`src/rtl/dmem_ctrl.sv`:
```
// dmem_ctrl -- multi-cycle data-memory responder for the CPU load/store port.
//
// Owns a 2^ADDR_W x 32-bit synchronous-read RAM. It accepts one request at a
// time, translates and checks the CPU address, merges byte/half stores into
// the stored word, and extends sub-word loads. Each request produces exactly
// one single-cycle response pulse.
//
// Ports:
//   clk_in      in   system clock; all state updates on the rising edge
//   reset       in   synchronous, active-high reset
//   req_valid   in   request present
//   req_ready   out  idle and able to accept (transfer = req_valid & req_ready)
//   req_we      in   1 = store, 0 = load
//   req_size    in   00 byte, 01 half, 10 word, 11 illegal
//   req_signed  in   loads only: 1 = sign-extend, 0 = zero-extend
//   req_addr    in   CPU byte address
//   req_wdata   in   store data (byte uses [7:0], half uses [15:0])
//   resp_valid  out  one-cycle response pulse
//   resp_rdata  out  extended load data; 0 for stores, errors and idle
//   resp_err    out  misaligned, out of range or illegal size (with resp_valid)

module dmem_ctrl #(
    parameter logic [31:0] BASE_ADDR = 32'h1001_0000,
    parameter int          ADDR_W    = 7
) (
    input  logic        clk_in,
    input  logic        reset,
    input  logic        req_valid,
    output logic        req_ready,
    input  logic        req_we,
    input  logic [1:0]  req_size,
    input  logic        req_signed,
    input  logic [31:0] req_addr,
    input  logic [31:0] req_wdata,
    output logic        resp_valid,
    output logic [31:0] resp_rdata,
    output logic        resp_err
);

    typedef enum logic [2:0] {
        S_IDLE, S_READ, S_LRESP, S_MERGE, S_WRITE, S_ERR
    } state_t;

    localparam logic [1:0] SZ_BYTE = 2'b00;
    localparam logic [1:0] SZ_HALF = 2'b01;
    localparam logic [1:0] SZ_WORD = 2'b10;
    localparam logic [1:0] SZ_BAD  = 2'b11;

    state_t              state;
    logic [31:0]         mem [2**ADDR_W];
    logic [31:0]         ram_q;

    // Fields captured on the accept cycle.
    logic                we_q;
    logic [1:0]          size_q;
    logic                signed_q;
    logic [ADDR_W-1:0]   idx_q;
    logic [1:0]          lane_q;
    logic [31:0]         wdata_q;

    // Address translation; the subtraction wraps, so addresses below the base
    // land far above the RAM and fail the range test.
    logic [31:0]         req_offset;
    logic [ADDR_W-1:0]   req_idx;
    logic                req_bad;
    logic                accept;

    assign req_offset = req_addr - BASE_ADDR;
    assign req_idx    = req_offset[ADDR_W+1:2];
    assign accept     = !reset && (state == S_IDLE) && req_valid && req_ready;
    assign req_bad    = (req_offset[31:ADDR_W+2] != '0)
                     || (req_size == SZ_BAD)
                     || (req_size == SZ_HALF && req_offset[0])
                     || (req_size == SZ_WORD && req_offset[1:0] != 2'b00);

    // Lane extraction for loads and lane replacement for sub-word stores.
    logic [7:0]  sel_byte;
    logic [15:0] sel_half;
    logic [31:0] load_data;
    logic [31:0] merge_data;

    always_comb begin
        // NOTE: every always_comb output gets a default first so no path leaves
        // it unassigned, which would otherwise infer a latch.
        sel_byte   = ram_q[{lane_q, 3'b000} +: 8];
        sel_half   = lane_q[1] ? ram_q[31:16] : ram_q[15:0];
        load_data  = ram_q;
        merge_data = ram_q;
        case (size_q)
            SZ_BYTE: begin
                load_data = {{24{signed_q & sel_byte[7]}}, sel_byte};
                merge_data[{lane_q, 3'b000} +: 8] = wdata_q[7:0];
            end
            SZ_HALF: begin
                load_data = {{16{signed_q & sel_half[15]}}, sel_half};
                merge_data[{lane_q[1], 4'b0000} +: 16] = wdata_q[15:0];
            end
            default: ;
        endcase
    end

    // RAM: read is launched on the accept edge so the word is ready in READ;
    // writes happen in WRITE or MERGE and are suppressed by reset.
    // NOTE: the RAM array has no reset branch; clearing it would turn the
    // block RAM into a huge register file, and its contents must survive reset.
    always_ff @(posedge clk_in) begin
        if (accept) begin
            ram_q <= mem[req_idx];
        end
        if (!reset && state == S_WRITE) begin
            mem[idx_q] <= wdata_q;
        end else if (!reset && state == S_MERGE) begin
            mem[idx_q] <= merge_data;
        end
    end

    // Control FSM with registered outputs.
    // NOTE: sequential state uses non-blocking assignments so every register
    // samples pre-edge values regardless of statement order.
    always_ff @(posedge clk_in) begin
        if (reset) begin
            state      <= S_IDLE;
            req_ready  <= 1'b0;
            resp_valid <= 1'b0;
            resp_rdata <= '0;
            resp_err   <= 1'b0;
            we_q       <= 1'b0;
            size_q     <= SZ_BYTE;
            signed_q   <= 1'b0;
            idx_q      <= '0;
            lane_q     <= '0;
            wdata_q    <= '0;
        end else begin
            resp_valid <= 1'b0;
            resp_rdata <= '0;
            resp_err   <= 1'b0;
            case (state)
                S_IDLE: begin
                    req_ready <= 1'b1;
                    if (accept) begin
                        req_ready <= 1'b0;
                        we_q      <= req_we;
                        size_q    <= req_size;
                        signed_q  <= req_signed;
                        idx_q     <= req_idx;
                        lane_q    <= req_offset[1:0];
                        wdata_q   <= req_wdata;
                        if (req_bad) begin
                            state      <= S_ERR;
                            resp_valid <= 1'b1;
                            resp_err   <= 1'b1;
                        end else if (req_we && req_size == SZ_WORD) begin
                            state      <= S_WRITE;
                            resp_valid <= 1'b1;
                        end else begin
                            state <= S_READ;
                        end
                    end
                end
                S_READ: begin
                    resp_valid <= 1'b1;
                    if (we_q) begin
                        state <= S_MERGE;
                    end else begin
                        state      <= S_LRESP;
                        resp_rdata <= load_data;
                    end
                end
                default: begin
                    // LRESP, MERGE, WRITE, ERR: response is on the bus now.
                    state     <= S_IDLE;
                    req_ready <= 1'b1;
                end
            endcase
        end
    end

endmodule

```
`config.mk`:
```
export PLATFORM = sky130hd
export DESIGN_NAME = dmem_ctrl
export DESIGN_NICKNAME = d
export VERILOG_FILES = /design/src/rtl/dmem_ctrl.sv
export SDC_FILE = /design/constraint.sdc
export NUM_CORES = 2
export LEC_CHECK = 0
export ABC_AREA = 1
export BUFFER_PORTS_ARGS = -buffer_cell sky130_fd_sc_hd__buf_2
export CAP_MARGIN = 30
export CELL_PAD_IN_SITES_DETAIL_PLACEMENT = 1
export CELL_PAD_IN_SITES_GLOBAL_PLACEMENT = 2
export CORE_ASPECT_RATIO = 2
export CORE_MARGIN = 10
export CORE_UTILIZATION = 45
export DETAILED_ROUTE_END_ITERATION = 10
export PLACE_DENSITY = 0.9
export SLEW_MARGIN = 20
export SYNTH_ARGS = -nofsm -noshare
export SYNTH_HDL_FRONTEND = slang
export SYNTH_SLANG_ARGS = --single-unit
```
`constraint.sdc`:
```
create_clock -name clk_in -period 10.85 [get_ports clk_in]
set_clock_uncertainty 0.15 [all_clocks]
set_input_delay 0.5425 -clock clk_in [delete_from_list [all_inputs] [get_ports clk_in]]
set_output_delay 0.5425 -clock clk_in [all_outputs]
set_load 0.005 [all_outputs]
```
==> metrics.md <==
| Metric | Value |
|---|---|
| Power Dens Cells | 183 nW/µm² |
| Endpoint type of the worst setup path | register |
| Vias in the first global route | 123000 |
| Post-DP HPWL | 347000 µm |
| Yosys reg bits | 4211 |
| Hold depth | 4 |
| Skew-Pair Late Insertion Delay | 980 ps |
| Initial DRC Count | 15400 |
| GRT Overall Usage | 29.6% |
| Combinational power share | 8.7% |
| Max H-tree Level | 5 |
| Area growth from synthesis to layout | 10.9% |
| Crit-path max FO | 64 |
| Met2 GRT Util | 49.3% |
| GR peak layer | met2 |
| Non-filler cells, final | 18500 |
| Final Slew Violations | 0 |
| CTS root buf | clkbuf_16 |
| Reg2reg start | lane_q[0] |
| Internal | 25.6 mW |
| Ports | 106 |
| Startpoint Class | register |
| Reg2reg end | mem[113][28] |
| Via Count | 118000 |
| Final setup viols | 0 |
| IO buf count | 105 |
| Slowest CP cell | buf_4 |
| Drt wl/cell | 33.0 µm |
| Worst path cell trace | inv_1, ha_1, clkinv_1, nand3_1, o22ai_1, a21oi_1, a21oi_4, buf_4, buf_4 |
| Syn Nets | 13400 |
| Final ANT Viol Nets | 0 |
| Netlist Area Pre-Place | 168000 µm² |
| CP max stage delay | 740 ps |
| Leak | 61.7 nW |
| Max-slew headroom | 5.22% |
| Die area | 399000 µm² |
| Min Clock Period, post-route | 4960 ps |
| Cells after DPL | 17800 |
| Most frequent cells in the layout | edfxtp_1, nor2_1, o21ai_0 |
| Share of post-route cells with drive strength above 1 | 8.07% |
| Drt drc | 0 |
| Hold slack | 160 ps |
| Commonest non-fill, non-tap cell in the layout | edfxtp_1 |
| Switching power | 8.42 mW |
| Slew @ Worst Pin | 1420 ps |
| Most used cell, CP | buf_4 |
| Die X | 452 µm |
| Die height | 884 µm |
| WP data arrival | 5380 ps |
| Gpl congestion | 0.915 |
| Reg2Reg Depth | 9 |
| Post-synthesis sequential area ratio | 74.8% |
| CORE AREA | 372000 µm² |
| Via density per instance | 6.36 |
| # clock sinks | 4211 |
| Initial antenna violation count | 40 |
| First-pass iteration count of the detailed router | 9 |
| Fin nets | 13300 |
| Sw frac | 24.8% |
| Number of buffers created by CTS | 352 |
| Number of distinct library cells after synthesis | 40 |
| FMAX | 0.202 GHz |
| Cell family with most CP delay | buffers and inverters |
| Yosys warns | 0 |
| Clock transition at the registers of the reported paths | 80 ps |
| TritonCTS clock tree | built |
| Pwr Total | 34.0 mW |
| Post-route clock period utilization | 45.7% |
| Initial Util | 45.1% |
| Grt met1 use | 31.8% |
| Clock buffer depth | 4 |
| Max_cap viols | 0 |
| Worst Setup Path Type | reg -> reg |
| Status | finished, final reports clean |
| Placement Rows | 317 |
| HP Start | req_wdata[21] |
| GRT Residual Overflow | 0 |
| Setup TNS | 0 ps |
| Final Hold Viols | 0 |
| Worst Hold Class | in -> reg |
| First-pass GRT wire length | 865000 µm |
| Cells after Synth | 13400 |
| Fin util | 50.1% |
| DRT Wirelength | 610000 µm |
| Worst R2R Setup Slack | 5890 ps |
| Max VDD drop | 0.000149 V |
| Sequential Power Share | 53.8% |
| Met3 usage | 4.71% |
| RSZ-0062 raised after global routing | false |
| CP required | 11270 ps |
| Mean Syn Cell Area | 12.6 µm² |
| Hold endpoint | wdata_q[21] |
| Largest net degree at the start of global routing | 230 |
| Bufs and invs on worst path | 4 |
| Clock Power Share | 37.5% |
[state kept, by name (all words and copies together), names as in the netlist, 2 cells and up]
name,cells
resp_rdata,32
idx_q,7
lane_q,2
ram_q,32
mem,4096
state,3
wdata_q,32
size_q,2
[per-stage QoR]
stage	setup slack, ps	area [µm²]
floorplan	3180	168000
global placement	5590	174000
CTS	5980	186000
detailed placement	5460	174000
global route	5750	186000
finish	5890	186000
[tightest hold or removal path, delay by kind of cell]
family / cells / cell delay (ps)
buffers and inverters: 2 / 620
AO/OA/AOI/OAI: 1 / 50
AND/OR/NAND/NOR: 1 / 50
[cell usage after synthesis]
master / number / area [µm²]
buf_6: 61 / 687
buf_8: 3 / 45.0
ha_1: 6 / 75.1
nand3_1: 1426 / 7140
buf_2: 208 / 1040
nand2_1: 1494 / 5610
o2111ai_1: 9 / 78.8
a22oi_1: 3 / 22.5
or2_2: 1 / 6.26
a21oi_1: 283 / 1420
nor3_2: 1 / 10.0
a32oi_1: 1 / 8.76
clkinv_1: 3 / 11.3
inv_2: 4 / 15.0
a31oi_2: 1 / 12.5
buf_4: 67 / 503
nor2_1: 1791 / 6720
buf_12: 1 / 20.0
dfxtp_1: 83 / 1660
nor3_1: 8 / 40.0
a31oi_1: 2 / 12.5
xor2_1: 1 / 8.76
a2bb2oi_1: 5 / 43.8
nor2_2: 2 / 12.5
o211ai_1: 12 / 90.1
buf_1: 80 / 300
o221ai_1: 9 / 78.8
o21ai_0: 1649 / 8250
nand4_1: 5 / 31.3
edfxtp_1: 4128 / 124000
o32ai_1: 2 / 17.5
a221oi_1: 1 / 8.76
o22ai_1: 836 / 5230
inv_6: 1 / 8.76
o21ai_1: 248 / 1240
nand3b_1: 2 / 15.0
clkbuf_1: 526 / 1970
o21a_1: 1 / 7.51
a41oi_1: 3 / 26.3
inv_1: 387 / 1450
[kinds of logic after synthesis]
| family | Yosys count | synth area share, % |
|---|---|---|
| AOI/OAI and AO/OA | 3065 | 9.86 |
| xor gates and xnor gates | 1 | 0.00522 |
| adders and majority gates | 6 | 0.0447 |
| buffers and inverters | 1341 | 3.61 |
| DFF | 4211 | 74.8 |
| and+or+nand+nor | 4730 | 11.7 |
[area by class of cell]
class / count / area, µm²
fill: 37700 / 186000
sequential: 4211 / 126000
multi-input combinational: 7802 / 37500
clock buffer: 425 / 9170
tap: 4944 / 6190
timing repair buffer: 480 / 4240
clock inverter: 204 / 1850
inverter: 395 / 1540
antenna: 27 / 67.6
[how the worst max path moves through the flow]
stage / start / endpoint / slack (ps) / cells after the start
floorplan: size_q[1] / mem[0][10] / 3180 / 7
global placement: req_addr[3] / ram_q[10] / 5590 / 12
detailed placement: req_addr[2] / ram_q[25] / 5460 / 13
CTS: lane_q[0] / mem[122][28] / 5980 / 9
global route: lane_q[0] / mem[122][28] / 5750 / 9
finish: lane_q[0] / mem[113][28] / 5890 / 9
[power groups by stage]
stage	Sequential, mW	Clock, mW	Combinational [mW]
final	18.3	12.8	2.95
after global routing	18.3	13.4	3.07
after CTS	18.3	12.8	2.83
after detailed placement	18.7	0	2.79
after global placement	18.7	0	2.70
after floorplan	18.8	0	1.44
[layer usage]
layer,routed length (µm),up-vias,part of all wire (%)
met4,68600,4,11
met3,51300,2124,8.4
met2,295000,6892,48
li1,-,48600,-
met1,195000,60000,32
met5,29,-,0.0048
[timing repair]
item	in CTS	in global routing
buffers inserted	0	0
hold buffers	46	0
gates resized for setup	0	0
hold endpoints to repair	43	0
No activity file was read; power rests on OpenSTA's default activity.
